File: src/rtl/restador_serie_8bits_if.sv
// Operand/result handshake bundle for the bit-serial subtractor.
// The master side feeds operands and accepts results; the slave side is the subtractor.
interface restador_serie_8bits_if #(
  parameter int ANCHO = 8
);
  logic             inicio;
  logic             listo;
  logic             prestamo_entrada;
  logic [ANCHO-1:0] entradaA;
  logic [ANCHO-1:0] entradaB;
  logic [ANCHO-1:0] resta_salida;
  logic             prestamo_salida;
  logic             desbordamiento;
  logic             cero;
  logic             salida_valida;
  logic             acepta;

  modport master (
    output inicio, prestamo_entrada, entradaA, entradaB, acepta,
    input  listo, resta_salida, prestamo_salida, desbordamiento, cero, salida_valida
  );

  modport slave (
    input  inicio, prestamo_entrada, entradaA, entradaB, acepta,
    output listo, resta_salida, prestamo_salida, desbordamiento, cero, salida_valida
  );
endinterface

File: src/rtl/restador_serie_8bits.sv
// Bit-serial subtractor: A - B - borrow_in, one bit per clock, LSB first,
// using a single borrow flip-flop; start/ready in, valid/accept out.
module restador_serie_8bits #(
  parameter int ANCHO = 8
) (
  input logic                    reloj,
  input logic                    reinicio,
  restador_serie_8bits_if.slave  bus
);

  localparam int CW = (ANCHO > 1) ? $clog2(ANCHO) : 1;

  typedef enum logic [1:0] {
    REPOSO    = 2'd0,
    CALCULO   = 2'd1,
    RESULTADO = 2'd2
  } estado_t;

  estado_t          r_estado;
  estado_t          w_estado_sig;
  logic [CW-1:0]    r_cnt;
  logic [ANCHO-1:0] r_a;
  logic [ANCHO-1:0] r_b;
  logic [ANCHO-1:0] r_desplaza;
  logic             r_br;
  logic [ANCHO-1:0] r_resta;
  logic             r_prestamo;
  logic             r_desb;
  logic             r_cero;
  logic             r_valida;

  logic             w_ai;
  logic             w_bi;
  logic             w_d;
  logic             w_br_sig;
  logic             w_ultimo;
  logic [ANCHO-1:0] w_res;

  // One full-subtractor cell, time-multiplexed across the operand bits.
  assign w_ai     = r_a[r_cnt];
  assign w_bi     = r_b[r_cnt];
  assign w_d      = w_ai ^ w_bi ^ r_br;
  assign w_br_sig = (~w_ai & w_bi) | (~(w_ai ^ w_bi) & r_br);
  assign w_ultimo = (r_cnt == CW'(ANCHO - 1));
  assign w_res    = {w_d, r_desplaza[ANCHO-1:1]};

  // NOTE: sequential state uses non-blocking assignments so every register
  // samples pre-edge values regardless of process ordering.
  always_ff @(posedge reloj) begin
    if (reinicio) r_estado <= REPOSO;
    else          r_estado <= w_estado_sig;
  end

  // NOTE: default assignment first, so no path leaves w_estado_sig unassigned
  // and no latch is inferred.
  always_comb begin
    w_estado_sig = r_estado;
    unique case (r_estado)
      REPOSO:    if (bus.inicio) w_estado_sig = CALCULO;
      CALCULO:   if (w_ultimo)   w_estado_sig = RESULTADO;
      RESULTADO: if (bus.acepta) w_estado_sig = REPOSO;
      default:                   w_estado_sig = REPOSO;
    endcase
  end

  // NOTE: the synchronous reset also clears the operand and shift registers,
  // so an aborted operation leaves nothing stale behind.
  always_ff @(posedge reloj) begin
    if (reinicio) begin
      r_cnt      <= '0;
      r_a        <= '0;
      r_b        <= '0;
      r_desplaza <= '0;
      r_br       <= 1'b0;
      r_resta    <= '0;
      r_prestamo <= 1'b0;
      r_desb     <= 1'b0;
      r_cero     <= 1'b0;
      r_valida   <= 1'b0;
    end else begin
      case (r_estado)
        REPOSO: begin
          if (bus.inicio) begin
            r_a        <= bus.entradaA;
            r_b        <= bus.entradaB;
            r_br       <= bus.prestamo_entrada;
            r_desplaza <= '0;
            r_cnt      <= '0;
          end
        end
        CALCULO: begin
          r_desplaza <= w_res;
          r_br       <= w_br_sig;
          r_cnt      <= r_cnt + 1'b1;
          if (w_ultimo) begin
            r_resta    <= w_res;
            r_prestamo <= w_br_sig;
            r_desb     <= (r_a[ANCHO-1] != r_b[ANCHO-1]) && (w_res[ANCHO-1] != r_a[ANCHO-1]);
            r_cero     <= (w_res == '0);
            r_valida   <= 1'b1;
          end
        end
        RESULTADO: begin
          // Only the valid flag drops; the result and flags persist.
          if (bus.acepta) r_valida <= 1'b0;
        end
        default: ;
      endcase
    end
  end

  assign bus.listo           = (r_estado == REPOSO);
  assign bus.resta_salida    = r_resta;
  assign bus.prestamo_salida = r_prestamo;
  assign bus.desbordamiento  = r_desb;
  assign bus.cero            = r_cero;
  assign bus.salida_valida   = r_valida;

endmodule

File: src/flat_wrapper.sv
// flat-port wrapper written by rule: the top's interface ports become plain ports
module restador_serie_8bits_flat 
#(
  parameter int ANCHO = 8
)
  (reloj, reinicio, bus_inicio, bus_prestamo_entrada, bus_entradaA, bus_entradaB, bus_acepta, bus_listo, bus_resta_salida, bus_prestamo_salida, bus_desbordamiento, bus_cero, bus_salida_valida);
  restador_serie_8bits_if #(.ANCHO(ANCHO)) bus_i ();
  input logic reloj;
  input logic reinicio;
  input wire logic [$bits(bus_i.inicio)-1:0] bus_inicio;
  input wire logic [$bits(bus_i.prestamo_entrada)-1:0] bus_prestamo_entrada;
  input wire logic [$bits(bus_i.entradaA)-1:0] bus_entradaA;
  input wire logic [$bits(bus_i.entradaB)-1:0] bus_entradaB;
  input wire logic [$bits(bus_i.acepta)-1:0] bus_acepta;
  output wire logic [$bits(bus_i.listo)-1:0] bus_listo;
  output wire logic [$bits(bus_i.resta_salida)-1:0] bus_resta_salida;
  output wire logic [$bits(bus_i.prestamo_salida)-1:0] bus_prestamo_salida;
  output wire logic [$bits(bus_i.desbordamiento)-1:0] bus_desbordamiento;
  output wire logic [$bits(bus_i.cero)-1:0] bus_cero;
  output wire logic [$bits(bus_i.salida_valida)-1:0] bus_salida_valida;
  assign bus_i.inicio = bus_inicio;
  assign bus_i.prestamo_entrada = bus_prestamo_entrada;
  assign bus_i.entradaA = bus_entradaA;
  assign bus_i.entradaB = bus_entradaB;
  assign bus_i.acepta = bus_acepta;
  assign bus_listo = bus_i.listo;
  assign bus_resta_salida = bus_i.resta_salida;
  assign bus_prestamo_salida = bus_i.prestamo_salida;
  assign bus_desbordamiento = bus_i.desbordamiento;
  assign bus_cero = bus_i.cero;
  assign bus_salida_valida = bus_i.salida_valida;
  restador_serie_8bits #(.ANCHO(ANCHO)) u_core (.reloj(reloj), .reinicio(reinicio), .bus(bus_i));
endmodule
File: config.mk
export PLATFORM = sky130hd
export DESIGN_NAME = restador_serie_8bits_flat
export DESIGN_NICKNAME = d
export VERILOG_FILES = /design/src/rtl/restador_serie_8bits_if.sv /design/src/rtl/restador_serie_8bits.sv /design/src/flat_wrapper.sv
export SDC_FILE = /design/constraint.sdc
export NUM_CORES = 1
export LEC_CHECK = 0
export CAP_MARGIN = 20
export CORE_ASPECT_RATIO = 0.9
export CORE_UTILIZATION = 55
export CTS_CLUSTER_DIAMETER = 80
export DETAILED_ROUTE_END_ITERATION = 12
export DONT_BUFFER_PORTS = 1
export GPL_ROUTABILITY_DRIVEN = 0
export PLACE_DENSITY = 0.76
export SYNTH_ARGS = -nofsm -noshare
export SYNTH_HDL_FRONTEND = slang
export SYNTH_SLANG_ARGS = --single-unit
File: constraint.sdc
create_clock -name reloj -period 2.5 [get_ports reloj]
set_input_delay 0.625 -clock reloj [delete_from_list [all_inputs] [get_ports reloj]]
set_output_delay 0.625 -clock reloj [all_outputs]
set_load 0.02 [all_outputs]
## Word level (Yosys, flattened, before mapping)

Index checks and enable logic that the tools add are counted.

| word-level totals | value |
|---|---|
| register bits | 42 |
| input port bits | 21 |
| output and inout port bits | 13 |
| word-level logic and storage cells | 55 |

| cells by class | value |
|---|---|
| $add $sub $neg | 1 |
| $lt $le $gt $ge | 1 |
| equality and inequality tests | 8 |
| multiplexer cells | 17 |
| bitwise logic cells | 7 |
| reduce and logical (&&, ||, !) cells | 10 |

Operators with widths:

| cell | number |
|---|---|
| $pmux W8 S2 | 1 |
| $logic_not A8 Y1 | 1 |
| $mux W8 | 1 |
| $bmux W1 S3 | 2 |
| $mux W2 | 3 |
| $pmux W2 S3 | 1 |
| $pmux W3 S2 | 1 |
| $reduce_and A2 Y1 | 3 |
| $reduce_and A3 Y1 | 2 |
| $mux W1 | 5 |
| $lt A3 B4 Y1 const B | 1 |
| $ne A2 B2 Y1 const B | 2 |
| $pmux W1 S2 | 2 |
| $reduce_bool A2 Y1 | 2 |
| $add A3 B1 Y3 const B | 1 |
| $eq A3 B3 Y1 const B | 1 |
| $mux W3 | 1 |
| $and A1 B1 Y1 | 2 |
| $eq A2 B1 Y1 const B | 1 |
| $eq A2 B2 Y1 const B | 1 |
| $logic_not A2 Y1 | 1 |
| $ne A1 B1 Y1 | 2 |
| $ne A2 B1 Y1 const B | 1 |
| $not A1 Y1 | 2 |
| 3 further kinds | 4 |

## Logic depth before layout (Yosys ltp)

Gate-level depths: netlist of run 1.

| logic depth | value |
|---|---|
| depth in word-level cells | 7 |
| depth in mapped cells | 7 |
| mapped depth without buffers | 6 |

## Least setup slack after synthesis of run 1

Ideal clock, no wire load.

| path | value |
|---|---|
| path type | register to register |
| start | register u_core.r_cnt[0] |
| end | register u_core.r_desb (netlist: u_core.bus.desbordamiento) |
| setup time | 91 ps |
| arrival | 2441 ps |
| data required time | 2409 ps |
| path slack | -32 ps |
| stages on the path, launching flop included | 7 |
| buffers on the path | 1 |
| period minus slack after synthesis | 2532 ps |
| cell sequence | dfxtp_1 > buf_6 > mux4_1 > mux2_2 > fa_1 > or3b_2 > a311oi_1 |

| on the way | value |
|---|---|
| word-level cells in the longest chain between the ends | 6 |
| elaborated cells between the ends (all ways) | 10 |
| classes of those cells | 2 x eq/ne; 4 x mux; 2 x bitwise; 2 x reduce/logical |

RTL lines:

| what | line | source |
|---|---|---|
| from (decl) | restador_serie_8bits.sv:21 | `logic [CW-1:0] r_cnt;` |
| from (signal assigned) | restador_serie_8bits.sv:94 | `r_cnt <= r_cnt + 1'b1;` |
| $bmux W1 S3, on equally long branches | restador_serie_8bits.sv:40, restador_serie_8bits.sv:41 |  |
| $mux W1, on equally long branches | restador_serie_8bits.sv:40, restador_serie_8bits.sv:41 |  |
| $xor A1 B1 Y1 * (2 in a row) | restador_serie_8bits.sv:42 | `assign w_d = w_ai ^ w_bi ^ r_br;` |
| net u_core.w_d | restador_serie_8bits.sv:34 | `logic w_d;` |
| $ne A1 B1 Y1 * | restador_serie_8bits.sv:98 | `r_desb <= (r_a[ANCHO-1] != r_b[ANCHO-1]) && (w_res[ANCHO-1] != r_a[ANCHO-1]);` |
| $logic_and A1 B1 Y1 * | restador_serie_8bits.sv:98 |  |
| to (signal assigned) | restador_serie_8bits.sv:98 |  |
| to (decl) | restador_serie_8bits.sv:28 | `logic r_desb;` |

The timed path passes the listed nets; every way through them passes the cells marked *. The select of a mux whose other input is x is not followed.
A chain may end at the register's enable or synchronous reset.

## Final worst setup path of run 1

Ends and elaborated chain as after synthesis.

==> flow_summary.yaml, run 1 <==
sta:
  rsz0062_at_grt: "no"
  whs_ns: 0.3281
  max_freq_mhz: 416.5
  hold_viol_final: 0
  fin_setup_tns_ns: 0
  clock_skew_ns: 0.01773
  finalSetupViolations: 0
  min_period_over_period: 0.9603
  tightest_slew_ns: 0.7814
  slew_violations: 0
  relSlewSlack: 0.4780
  period_minus_slack_ns: 2.401
route:
  drt_pass1_iterations: 4
  ant_nets: 0
  wire_per_inst_um: 14.63
  vias: 1275
  first_iter_violations: 69
  drcViolationCount: 0
  via_per_inst: 5.667
  routed_wl_mm: 3.292
placement:
  hpwlAfterDp_mm: 2.341
  io_buffer_count: 0
  dpl_cell_area_mm2: 0.001690
clock_network:
  htree_levels: 2
  clk_latency_ns: 0.34
  clock-sinks: 41
  cts_setup_buffers: 0
  path_clk_slew_ns: 0.13
  cts_root_buf: "clkbuf_4"
  cts_tree: "done"
  cts_buffers: 5
  clock_path_buffers: 2
hold_path:
  hp-class: "in2reg"
  whs_path_depth: 1
  hold_end: "u_core.r_b[7]"
  min_from: "reinicio"
synthesis:
  ys.warnings.count: 0
  ys_types: 30
  syn_area_per_cell_um2: 8.936
  netlist.area_leader.share: 0.4834
  syn-instance-count: 190
  ys_async_sr_fraction: 0
  synth-seq-cells: 41
  synthesis.area_mm2: 0.001698
  yosys.area.top_type: "dfxtp_1"
  syn_nets: 214
  synth.area.top_cells: "dfxtp_1 48%, nand2_1 11%, a21oi_1 8.3%, mux4_1 6.2%, a22oi_1 4.0%"
  synth_ff_type: "dfxtp_1"
  synth_edf_count: 0
  yosysSeqAreaShare: 0.4834
job:
  maxCapViolCount: 0
floorplanning:
  fp.dieArea_mm2: 0.003314
  row_count: 18
  die_w_um: 60.57
  pin_count: 34
  die_h_um: 54.71
  start_util: 0.5983
  core_area_mm2: 0.002838
pwr:
  combPwrFrac: 0.078
  intPower_mw: 0.9594
  ir_worst_vdd_mv: 0.4112
  pwr-share-seq: 0.561
  power.leakage_nw: 0.6440
  powerDensity_mw_per_mm2: 692.6
  p_sw_mw: 0.2737
  power.share.switching: 0.2220
  clockPowerShare: 0.360
global_route:
  antenna_found_initial: 0
  grt_pass1_wl_mm: 5.181
  grtUsageTotal: 0.2180
  grt_max_degree: 42
  grt_pass1_vias: 1140
  grt_overflow_total: 0
status:
  status: "complete, no violations"
critical_path:
  required_ns: 2.76
  path_buf_inv: 1
  r2r_start: "u_core.r_cnt[0]"
  r2r_cells: 6
  cpLargestDelayFamily: "multiplexers"
  cp_cell_sequence: "buf_4 -> mux4_1 -> mux2i_2 -> fa_1 -> or3b_4 -> a311oi_1"
  cp_slowest_cell: "mux4_1"
  setup.reg_to_reg.worst_slack_ns: 0.1
  worstPathMaxFanout: 4
  worst_setup_path_start_kind: "flop"
  cp.arrival_ns: 2.66
  cpPeakStageDelay_ns: 0.56
  regToRegEndpoint: "u_core.bus.desbordamiento"
  path_class: "reg2reg"
  worstSetupEndpointType: "flop"
final_layout:
  fin_area_mm2: 0.001780
  final_nets: 208
  drive_gt1_frac: 0.08108
  area_growth_pct: 4.864
  antenna_cells: 0
## metrics by stage
stage	instances	total power, mW	util	worst slack [ns]
3_3_place_gp	217	0.7942	0.5957	0.1189
5_1_grt	225	1.280	0.6274	0.02795
4_1_cts	225	1.239	0.6257	0.02544
3_5_place_dp	217	0.8015	0.5957	0.03214
6_report	225	1.233	0.6274	0.09925
2_1_floorplan	190	0.7881	-	0.05997
## worst max-delay path by stage
stage	from	slack [ns]	end	depth (start not counted)
finish	u_core.r_cnt[0]	0.1	u_core.bus.desbordamiento	6
global route	u_core.r_cnt[0]	0.03	u_core.bus.desbordamiento	6
CTS	u_core.r_cnt[0]	0.03	u_core.bus.desbordamiento	5
detailed placement	u_core.r_cnt[0]	0.03	u_core.bus.desbordamiento	5
global placement	u_core.r_cnt[0]	0.12	u_core.bus.desbordamiento	5
floorplan	u_core.r_cnt[0]	0.06	u_core.bus.desbordamiento	6
## power groups by stage
stage	clock, mW	combinational, mW	sequential [mW]
finish	0.444	0.0967	0.692
global route	0.477	0.108	0.695
CTS	0.452	0.0956	0.692
detailed placement	0	0.0954	0.706
global placement	0	0.0895	0.705
floorplan	0	0.0915	0.697
## layout by cell type, fill, tap and decap left out, types with 2 or more instances in the layout
cell type	count
nor4_1	2
dfxtp_1	40
buf_4	2
a211oi_1	2
clkbuf_4	5
nand2_1	50
mux4_1	4
a21oi_1	28
nand3b_1	2
inv_1	2
a22oi_1	9
mux2i_1	2
ha_1	2
nor2_1	16
## cell families (layout without fill, tap and decap cells)
family          Yosys count  in the layout  share of synthesized area
compound gates           42             42                     0.1459
fa+ha+maj                 3              3                    0.02653
buf+inv                  17             12                    0.05085
flops                    41             41                     0.4834
mux                       8              8                    0.08622
simple gates             79             79                     0.2071
## sequential cells by signal, summed over array words and instances, names as in the netlist
register and cells:
u_core.r_br 1, u_core.bus.salida_valida 1, u_core.r_desplaza 7, u_core.r_cnt 3, u_core.bus.prestamo_salida 1, u_core.bus.cero 1, u_core.r_estado 2, u_core.r_a 8
u_core.bus.desbordamiento 1, u_core.r_b 8, u_core.bus.resta_salida 8
## Yosys cell counts (2+ instances only)
library cell / instances
dfxtp_1: 41
or3b_2: 2
nor2_1: 16
a21oi_1: 28
mux2i_1: 3
nand3b_1: 2
buf_4: 2
ha_1: 2
mux4_1: 4
nand2_1: 50
a22oi_1: 9
inv_1: 2
a211oi_1: 2
clkbuf_1: 5
buf_2: 6
nor4_1: 2
## repair_timing
| action | CTS | global route |
|---|---|---|
| gates resized for setup | 0 | 2 |
| hold buffers | 0 | 0 |
| endpoints found under the setup margin | 0 | 2 |
## final cells by class
type | count | area (um2)
multi-input combinational | 132 | 800.8
fill | 256 | 1057
sequential | 41 | 822.0
clock inverter | 1 | 30.03
inverter | 2 | 7.507
tap | 40 | 50.05
timing repair buffer | 2 | 15.01
clock buffer | 7 | 55.05
## layer usage
layer | share of wire | vias up | routed length, um | global-route usage
met5 | 0 | - | 0 | 0
met3 | 0.053 | 5 | 174 | 0.05437
met2 | 0.48 | 34 | 1592 | 0.3718
met4 | 0.0094 | 0 | 31 | 0.06818
li1 | - | 635 | - | -
met1 | 0.45 | 601 | 1494 | 0.2725
(Power assumes the default switching activity.)
==> inputs of run 2 (changes only) <==
--- a/config.mk
+++ b/config.mk
@@ -12,7 +12,7 @@
 export DETAILED_ROUTE_END_ITERATION = 12
 export DONT_BUFFER_PORTS = 1
 export GPL_ROUTABILITY_DRIVEN = 0
-export PLACE_DENSITY = 0.76
+export PLACE_DENSITY = 0.73
 export SYNTH_ARGS = -nofsm -noshare
 export SYNTH_HDL_FRONTEND = slang
 export SYNTH_SLANG_ARGS = --single-unit
==> flow_summary.yaml, run 2 (synthesis gave the netlist of run 1 again) <==
clock_network:
  cts_tree: "done"
  cts_root_buf: "clkbuf_4"
  clock_path_buffers: 2
  htree_levels: 2
  cts_buffers: 5
  path_clk_slew_ns: 0.12
  clk_latency_ns: 0.35
  clock-sinks: 41
critical_path:
  path_class: "reg2reg"
  setup.reg_to_reg.worst_slack_ns: 0.09
  worst_setup_path_start_kind: "flop"
  worstPathMaxFanout: 3
  cp.arrival_ns: 2.67
  worstSetupEndpointType: "flop"
  required_ns: 2.77
global_route:
  grt_pass1_vias: 1170
  grt_max_degree: 42
  grtUsageTotal: 0.2244
  grt_pass1_wl_mm: 5.161
  grt_overflow_total: 0
  antenna_found_initial: 0
sta:
  fin_ws_ns: 0.09238
  tightest_slew_ns: 0.7809
  clock_skew_ns: 0.01010
  min_period_over_period: 0.9630
  hold_viol_final: 0
  slew_violations: 0
  finalSetupViolations: 0
  period_minus_slack_ns: 2.408
  relSlewSlack: 0.4783
  rsz0062_at_grt: "no"
  max_freq_mhz: 415.3
final_layout:
  area_growth_pct: 4.790
  final_cell_mix: "50 x nand2_1, 40 x dfxtp_1, 28 x a21oi_1"
  mostFrequentLayoutCell: "nand2_1"
  final_nets: 208
  n_fill_cell: 258
  drive_gt1_frac: 0.09730
  antenna_cells: 0
placement:
  pre_cts_slack_ns: -0.01390
  hpwlAfterDp_mm: 2.207
  io_buffer_count: 0
floorplanning:
  fp.dieArea_mm2: 0.003314
  pin_count: 34
  start_util: 0.5983
  core_area_mm2: 0.002838
  die_w_um: 60.57
  row_count: 18
  die_h_um: 54.71
pwr:
  ir_worst_vdd_mv: 0.3354
  powerDensity_mw_per_mm2: 695.5
  finalPower_mw: 1.237
  power.leakage_nw: 0.6321
hold_path:
  hp-class: "in2reg"
route:
  routed_wl_mm: 3.183
  vias: 1267
  drt_pass1_iterations: 4
  drcViolationCount: 0
  ant_nets: 0
  first_iter_violations: 123
  via_per_inst: 5.631
  wire_per_inst_um: 14.15
job:
  maxCapViolCount: 0
status:
  status: "complete, no violations"
-- run 2: changes by cell type in the layout (fill, tap and decap cells not counted) --
cell	previous run	this run
fa_1	1	0
mux4_2	0	2
mux4_1	4	2
buf_4	2	1
buf_6	0	1
fa_2	0	1
-- run 2: final cells by class --
type                       instances  area (um2)  share of cell area
inverter                           2       7.507            0.004219
sequential                        41       822.0              0.4620
timing repair buffer               2       18.77             0.01055
tap                               40       50.05             0.02813
clock inverter                     1       30.03             0.01688
clock buffer                       7       55.05             0.03094
multi-input combinational        132       795.8              0.4473
-- run 2: final timing paths --
kind,startpoint,end,cells after the start
hold / removal,reinicio,u_core.bus.resta_salida[7],1
hold reg to reg,u_core.r_a[2],u_core.r_a[2],2
setup / recovery,u_core.r_cnt[0],u_core.bus.desbordamiento,5
setup reg to reg,u_core.r_cnt[0],u_core.bus.desbordamiento,5
-- run 2: metrics by stage --
stage	area, um2	std cells	hold WS [ns]	TNS (ns)	util
2_1_floorplan	1704	190	0.4315	0	-
3_3_place_gp	1683	216	0.4393	0	0.5930
3_5_place_dp	1683	216	0.4428	-0.01390	0.5930
4_1_cts	1783	225	0.3185	0	0.6283
5_1_grt	1779	225	0.2898	0	0.6270
6_report	1779	225	0.3234	0	0.6270
-- run 2: worst max-delay path, stage by stage (launching register included) --
cell,delay [ns]
dfxtp_2,0.38
mux4_1,0.57
mux2_4,0.29
fa_2,0.51
or3b_4,0.38
a311oi_1,0.20
-- run 2: routing by layer --
| layer | GRT usage | part of all wire |
|---|---|---|
| met1 | 0.2766 | 0.47 |
| met2 | 0.3498 | 0.45 |
| met3 | 0.09929 | 0.068 |
| met4 | 0.07955 | 0.014 |
| met5 | 0 | 0 |
-- run 2: report_power, final --
group	switching (mW)	total (mW)	leakage, nW	internal [mW]
clock network	0.208	0.446	0.0455	0.239
logic	0.0512	0.0996	0.253	0.0484
registers	0.0175	0.691	0.334	0.674
total	0.276	1.24	0.632	0.961
-- run 2: timing repair --
item                                   in CTS  in global routing
endpoints found under the hold margin       0                  0
setup endpoints to repair                   2                  2
setup buffers                               1                  0
hold buffers                                0                  0
gates resized for setup                     3                  3
pin swaps                                   1                  1
